===== src/rtl/render_cmd_pkg.sv =====
// Shared render command definitions: byte count, opcodes and the
// 48-bit command layout used by the assembler and vga_display.
package render_cmd_pkg;

   localparam int          CMD_BYTES    = 6;
   localparam int          CMD_W        = 8 * CMD_BYTES;
   localparam logic [7:0]  CLEAR_OPCODE = 8'hFE;
   localparam logic [2:0]  ABORT_ADDR   = 3'h7;
   localparam logic [2:0]  COMMIT_ADDR  = 3'(CMD_BYTES - 1);

   // lane[CMD_BYTES-1] is the MSB byte, written at address 0
   typedef struct packed {
      logic [CMD_BYTES-1:0][7:0] lane;
   } render_cmd_t;

   typedef enum logic {
      STG_EMPTY,
      STG_PARTIAL
   } stg_state_t;

   typedef enum logic {
      SLOT_EMPTY,
      SLOT_FULL
   } slot_state_t;

   function automatic logic [2:0] lane_of(input logic [2:0] addr);
      return 3'(CMD_BYTES - 1) - addr;
   endfunction

endpackage


===== src/rtl/render_cmd_slot.sv =====
// One-entry valid/ready output register with load and flush.
// Ports: load/flush/din in, dout/valid out, free and valid_next hints.
module render_cmd_slot
   import render_cmd_pkg::*;
(
   input  logic        clk50,
   input  logic        reset,
   input  logic        load,
   input  logic        flush,
   input  render_cmd_t din,
   input  logic        cmd_ready,
   output render_cmd_t dout,
   output logic        valid,
   output logic        free,
   output logic        valid_next
);

   slot_state_t st;

   assign valid = (st == SLOT_FULL);
   assign free  = !valid || cmd_ready;

   always_comb begin
      valid_next = valid;
      if (flush)
         valid_next = 1'b0;
      else if (load)
         valid_next = 1'b1;
      else if (valid && cmd_ready)
         valid_next = 1'b0;
   end

   always_ff @(posedge clk50) begin
      if (reset) begin
         st   <= SLOT_EMPTY;
         dout <= '0;
      end else begin
         st <= valid_next ? SLOT_FULL : SLOT_EMPTY;
         if (load && !flush)
            dout <= din;
      end
   end

endmodule


===== src/rtl/render_cmd_assembler.sv =====
// Packs HPS byte writes into 48-bit render commands for the render FIFO.
// Ports: HPS write port in, cmd_data/cmd_valid/cmd_ready slot, clear, drops, busy.
module render_cmd_assembler
   import render_cmd_pkg::*;
#(
   parameter int DROP_CNT_W = 8
) (
   input  logic                  clk50,
   input  logic                  reset,
   input  logic                  enable,
   input  logic                  hps_write,
   input  logic                  hps_chipselect,
   input  logic [2:0]            hps_address,
   input  logic [7:0]            hps_writedata,
   output logic [CMD_W-1:0]      cmd_data,
   output logic                  cmd_valid,
   input  logic                  cmd_ready,
   output logic                  clear_pulse,
   output logic [DROP_CNT_W-1:0] drop_count,
   output logic                  busy
);

   logic                 acc;
   logic                 is_clr;
   logic                 is_abort;
   logic                 is_commit;
   logic                 lane_wr;
   logic                 full;
   logic                 slot_free;
   logic                 slot_vnext;
   logic                 load;
   logic                 drop;
   logic [CMD_BYTES-1:0] mask;
   logic [CMD_BYTES-1:0] mask_set;
   logic [CMD_BYTES-1:0] mask_n;
   stg_state_t           stg_n;
   render_cmd_t          stage;
   render_cmd_t          stage_n;
   render_cmd_t          slot_q;

   assign acc      = hps_write && hps_chipselect && enable;
   assign is_clr   = acc && (hps_address == 3'h0)
                   && (hps_writedata == CLEAR_OPCODE);
   assign is_abort = acc && (hps_address == ABORT_ADDR);
   assign is_commit = acc && (hps_address == COMMIT_ADDR);
   assign lane_wr  = acc && !is_clr
                   && (hps_address <= COMMIT_ADDR);

   // Commit sees the byte written in the same cycle
   always_comb begin
      stage_n  = stage;
      mask_set = mask;
      if (lane_wr) begin
         stage_n.lane[lane_of(hps_address)] = hps_writedata;
         mask_set[hps_address] = 1'b1;
      end
   end

   assign full = &mask_set;
   assign load = is_commit && full && slot_free;
   assign drop = is_commit && !(full && slot_free);

   always_comb begin
      mask_n = mask_set;
      if (is_clr || is_abort || is_commit)
         mask_n = '0;
      stg_n = (mask_n != '0) ? STG_PARTIAL : STG_EMPTY;
   end

   render_cmd_slot u_slot (
      .clk50      (clk50),
      .reset      (reset),
      .load       (load),
      .flush      (is_clr),
      .din        (stage_n),
      .cmd_ready  (cmd_ready),
      .dout       (slot_q),
      .valid      (cmd_valid),
      .free       (slot_free),
      .valid_next (slot_vnext)
   );

   assign cmd_data = slot_q;

   always_ff @(posedge clk50) begin
      if (reset) begin
         mask        <= '0;
         stage       <= '0;
         clear_pulse <= 1'b0;
         drop_count  <= '0;
         busy        <= 1'b0;
      end else begin
         mask        <= mask_n;
         stage       <= stage_n;
         clear_pulse <= is_clr;
         busy        <= (stg_n == STG_PARTIAL) || slot_vnext;
         if (drop && (drop_count != '1))
            drop_count <= drop_count + 1'b1;
      end
   end

endmodule


===== config.mk =====
export PLATFORM = sky130hd
export DESIGN_NAME = render_cmd_assembler
export DESIGN_NICKNAME = d
export VERILOG_FILES = /design/src/rtl/render_cmd_pkg.sv /design/src/rtl/render_cmd_slot.sv /design/src/rtl/render_cmd_assembler.sv
export SDC_FILE = /design/constraint.sdc
export NUM_CORES = 1
export LEC_CHECK = 0
export ABC_AREA = 0
export CAP_MARGIN = 20
export CORE_UTILIZATION = 65
export CTS_BUF_LIST = sky130_fd_sc_hd__clkbuf_2
export CTS_CLUSTER_SIZE = 20
export DETAILED_ROUTE_END_ITERATION = 6
export DONT_BUFFER_PORTS = 1
export GPL_TIMING_DRIVEN = 0
export PLACE_DENSITY = 0.88
export SYNTH_ARGS = -nofsm -noshare
export SYNTH_HDL_FRONTEND = slang
export SYNTH_HIERARCHICAL = 1
export SYNTH_SLANG_ARGS = --single-unit

===== constraint.sdc =====
create_clock -name clk50 -period 3.3 [get_ports clk50]
set_clock_uncertainty 0.1 [all_clocks]
set_input_delay 0.99 -clock clk50 [delete_from_list [all_inputs] [get_ports clk50]]
set_output_delay 0.99 -clock clk50 [all_outputs]
set_load 0.01 [all_outputs]

# Word level (Yosys, flattened, before mapping)
# Index checks and enable logic that the tools add are counted.
[word_totals]
wordCells = 69
ff_bits = 113
[op_classes]
bitwise_logic = 1
n_eq_ne = 4
n_addsub = 2
reduce_logical = 27
magnitude_cmp = 5
mux = 13
[op_table]
columns = ["operator", "n"]
rows = [
  ["$bwmux W48", 1],
  ["$mux W48", 1],
  ["$demux W8 S3", 1],
  ["$logic_and A1 B1 Y1", 17],
  ["$mux W6", 2],
  ["$add A8 B1 Y8 const B", 1],
  ["$eq A8 B8 Y1 const B", 1],
  ["$lt A3 B4 Y1 const B", 2],
  ["$mux W8", 1],
  ["$ne A8 B8 Y1 const B", 1],
  ["$eq A3 B3 Y1 const B", 2],
  ["$ge A3 B1 Y1 const B", 2],
  ["$mux W1", 6],
  ["$or A6 B6 Y6", 1],
  ["$reduce_and A6 Y1", 1],
  ["$reduce_bool A6 Y1", 1],
  ["$logic_or A1 B1 Y1", 4],
  ["$demux W1 S3", 1],
  ["$le A3 B3 Y1 const B", 1],
  ["$logic_not A1 Y1", 3],
  ["$logic_not A3 Y1", 1],
  ["$sub A3 B3 Y3 const A", 1],
]

# Depth between registers and ports, before layout
[depth]
depth_word = 14
depth_mapped = 9
depth_no_buf = 8

# Modules after synthesis
# The synthesis kept the hierarchy.
[by_module_without_submodules]
columns = ["mod", "cells_each", "instances", "seq_area_each_um2", "area_each_um2"]
rows = [
  ["render_cmd_assembler", 262, 1, 1281.2, 2831.5],
  ["render_cmd_slot", 223, 1, 980.9, 2319.7],
]

# Worst setup path before layout
# No wires, ideal clock.
[synth_path]
path_kind = "input to register"
start = "input hps_address[2]"
end = "register u_slot/dout[24] (netlist name)"
arrival_ps = 2661
n_path_buf = 2
cell_stages = 8
required_time_ps = 3084
path_slack_ps = 423
cell_sequence = "and4b_2 -> a31oi_1 -> nor4b_4 -> and3_2 -> nor2b_4 -> buf_6 -> buf_8 -> o21ai_2"
[synth_via]
elab_chain_len = 11
word_cells_on_any_way = 28
[synth_rtl]
columns = ["element", "line_no", "text"]
rows = [
  ["start: declaration", "render_cmd_assembler.sv:13", "input logic [2:0] hps_address,"],
  ["branches (longest 8 deep; another with $lt A3 B4 Y1)", "n/a", ""],
  ["$logic_and A1 B1 Y1 (*) (2 in a row)", "render_cmd_assembler.sv:60", "assign load = is_commit && full && slot_free;"],
  ["net load", "render_cmd_assembler.sv:31", "logic load;"],
  ["$logic_and A1 B1 Y1 (*)", "render_cmd_slot.sv:39", "if (load && !flush)"],
  ["end signal: assignment", "render_cmd_slot.sv:40", "dout <= din;"],
  ["end: declaration", "render_cmd_slot.sv:12", "output render_cmd_t dout,"],
]
# Mark *: on every way through the listed nets, which the timed path passes.
# A chain may end at the register's enable or synchronous reset.

# Final worst setup path
[layout_path]
start = "input hps_address[2]"
end = "register u_slot/dout[42] (netlist name)"
# Same word-level chain as after synthesis.

==> impl_results.md <==
* Status: finished clean
* Cell-internal power at 2052 µW
* Floorplan Core Area at 7687 µm²
* Most frequent cells in the layout: dfxtp_1 (113), nand2b_1 (53), nor2b_1 (50)
* Cell Area, Synth at 5151 µm²
* Vias in the first global route at 3,732
* Routed vias/inst at 5.916
* Worst EP required at 3.77 ns
* Number of detailed-route iterations in the first pass at 4
* CTS resizes at 0
* Post-Layout Cell Count at 619
* Final Power at 2605 µW
* Die area at 8285 µm²
* Clock Power Share at 43.9%
* Comb power frac at 3.4%
* Ys flop type: dfxtp_1
* Sequential Power Share at 52.7%
* Fin area at 5599 µm²
* CTS clk-pin slew, worst paths at 0.15 ns
* CP Max Fanout at 10
* Worst EP arrival at 3.13 ns
* CP peak stage delay at 0.54 ns
* TNS Setup at 0 ns
* Die width at 91.02 µm
* WL/cell at 18.06 µm
* DR iter-0 viols at 202
* IO Pins at 76
* Worst Hold Class: reg2reg
* Placed cells at 588
* Mapped Nets at 503
* Cts hold-fix bufs at 0
* Total CTS buffers at 17
* CTS tree: built
* Layout cell share with drive strength beyond 1 at 25.73%
* Row cnt at 32
* Critical path capture point type: flip-flop
* Clock sink count at 113
* Final hold viol count at 0
* Slew headroom at 59.50%
* Average cell area after synthesis at 10.62 µm²
* Detail Placement HPWL at 7.543 mm
* Most common cell after layout, fill and taps aside: dfxtp_1
* Pwr Density at 465.3 nW/µm²
* CP startpoint kind: input port
* Overflow left after global routing at 0
* Starting Density at 67.01%
* Diode count at 0
* Tightest Pin Transition at 0.5989 ns
* Number of antenna violations at the first check in global routing at 0
* Gpl congestion at 0.8780
* Buf+Inv Stages, Crit Path at 1
* Cell variety after synth at 49
* Place WS at 0.05593 ns
* Area Growth Syn to Fin at 8.696%
* Synthesized instance count at 485
* Layout Nets at 523
* Number of synthesized flops with an enable pin at 0
* Max-cap violations at 0
* NetSw at 553.3 µW
* DRT antenna net count at 0
* Max-slew violation count at 0
* Gr usage total at 28.10%
* Clock tree buffer depth at 2
* Synth Register Bits at 113
* Min Tclk post-route at 2.664 ns
* Fmax at 375.4 MHz
* Sw frac at 21.24%
* Total wire length at 11.18 mm
* Setup ws final at 0.6358 ns
* Worst VDD drop at 0.3618 mV
* Final setup viols at 0
* Asr flop ratio synth at 0%
* Post-CTS setup buffers at 0
* CP max-delay cell: nor4b_4
* RSZ-0062 raised after global routing: false
* Leakage at 0.002139 µW
* Placed Area at 5293 µm²
* H-tree depth at 4
* DRC viols at 0
* Synth warnings at 6
* Critical path cell sequence: and4b_2, a31oi_1, nor4b_4, and3_2, buf_1, nand4bb_1, o21ai_1
* Root Driver: clkbuf_2
* Delay-heaviest family, CP: simple AND/OR/NAND/NOR gates
* Setup CP Type: in2reg
* Largest net degree at the start of global routing at 17
* I/O Buffers at 0
* Die height at 91.02 µm
* Sequential area share after synthesis at 43.92%
* Clk_lat worst skew at 0.63 ns
* First-pass GRT wire length at 18.24 mm
* DR vias at 3,662
* Period utilisation layout at 80.73%
==> state kept, by name (all words and copies together), names as in the netlist <==
register and cells:
stage 48, u_slot/dout 48, drop_count 8, mask 6
busy 1, clear_pulse 1, u_slot/valid 1
==> synth_stat cells (all sizes together) (10+ instances only) <==
cell	number	area, µm²
a21oi	10	50.05
buf	13	101.3
clkbuf	25	110.1
dfxtp	113	2262
mux2	55	623.1
nand2b	53	331.6
nand4bb	48	540.5
nor2	16	60.06
nor2b	51	326.6
o21ai	49	320.3
==> power groups by stage <==
stage,combinational [µW],sequential [µW],clock (µW)
floorplan,68.7,1400,0
detailed placement,86.2,1400,0
CTS,87.2,1370,1160
global placement,83.7,1400,0
finish,87.6,1370,1140
global route,94.0,1380,1230
==> cell type report <==
| cell class | count | area, µm² |
|---|---|---|
| clock buffer | 18 | 90.09 |
| timing repair buffer | 1 | 7.507 |
| buffer | 38 | 211.5 |
| multi-input combinational | 328 | 2661 |
| sequential | 113 | 2262 |
| clock inverter | 13 | 216.5 |
| fill | 575 | 2088 |
| tap | 102 | 127.6 |
| inverter | 6 | 22.52 |
==> cell families after synthesis <==
family                   synth area share (%)
AND/OR/NAND/NOR                         29.85
multiplexers                            12.29
adder cells (fa/ha/maj)                0.2429
AO/OA/AOI/OAI                           9.157
flip-flops                              43.92
buffers and inverters                   4.542
==> worst paths after layout <==
path	depth (start not counted)	to	from	slack, ns
max	7	u_slot/dout[42]	hps_address[2]	0.64
min	2	u_slot/dout[34]	u_slot/dout[34]	0.42
max reg2reg	7	u_slot/dout[42]	mask[4]	1.00
min reg2reg	2	u_slot/dout[34]	u_slot/dout[34]	0.42
==> per-layer routing <==
layer	up-vias	part of all wire, %	wire length (µm)	track usage [%]
met3	23	8.0	893	9.548
met5	-	0	0	0
met4	0	1.9	213	12.04
met1	1744	41	4594	33.07
li1	1749	-	-	-
met2	146	49	5480	46.59
==> tightest hold or removal path, cell delays in order, from the launching register on <==
cell,delay [ns]
dfxtp_1,0.37
nand2b_1,0.08
o21ai_1,0.05
==> per-stage QoR <==
step / hold slack (ns) / util (%)
final: 0.4236 / 72.84
after global routing: 0.4421 / 72.84
after floorplan: 0.3696 / -
after CTS: 0.4276 / 72.84
after global placement: 0.3890 / 68.67
after detailed placement: 0.3987 / 68.85
Note: power is estimated with default switching activity, not from simulation.
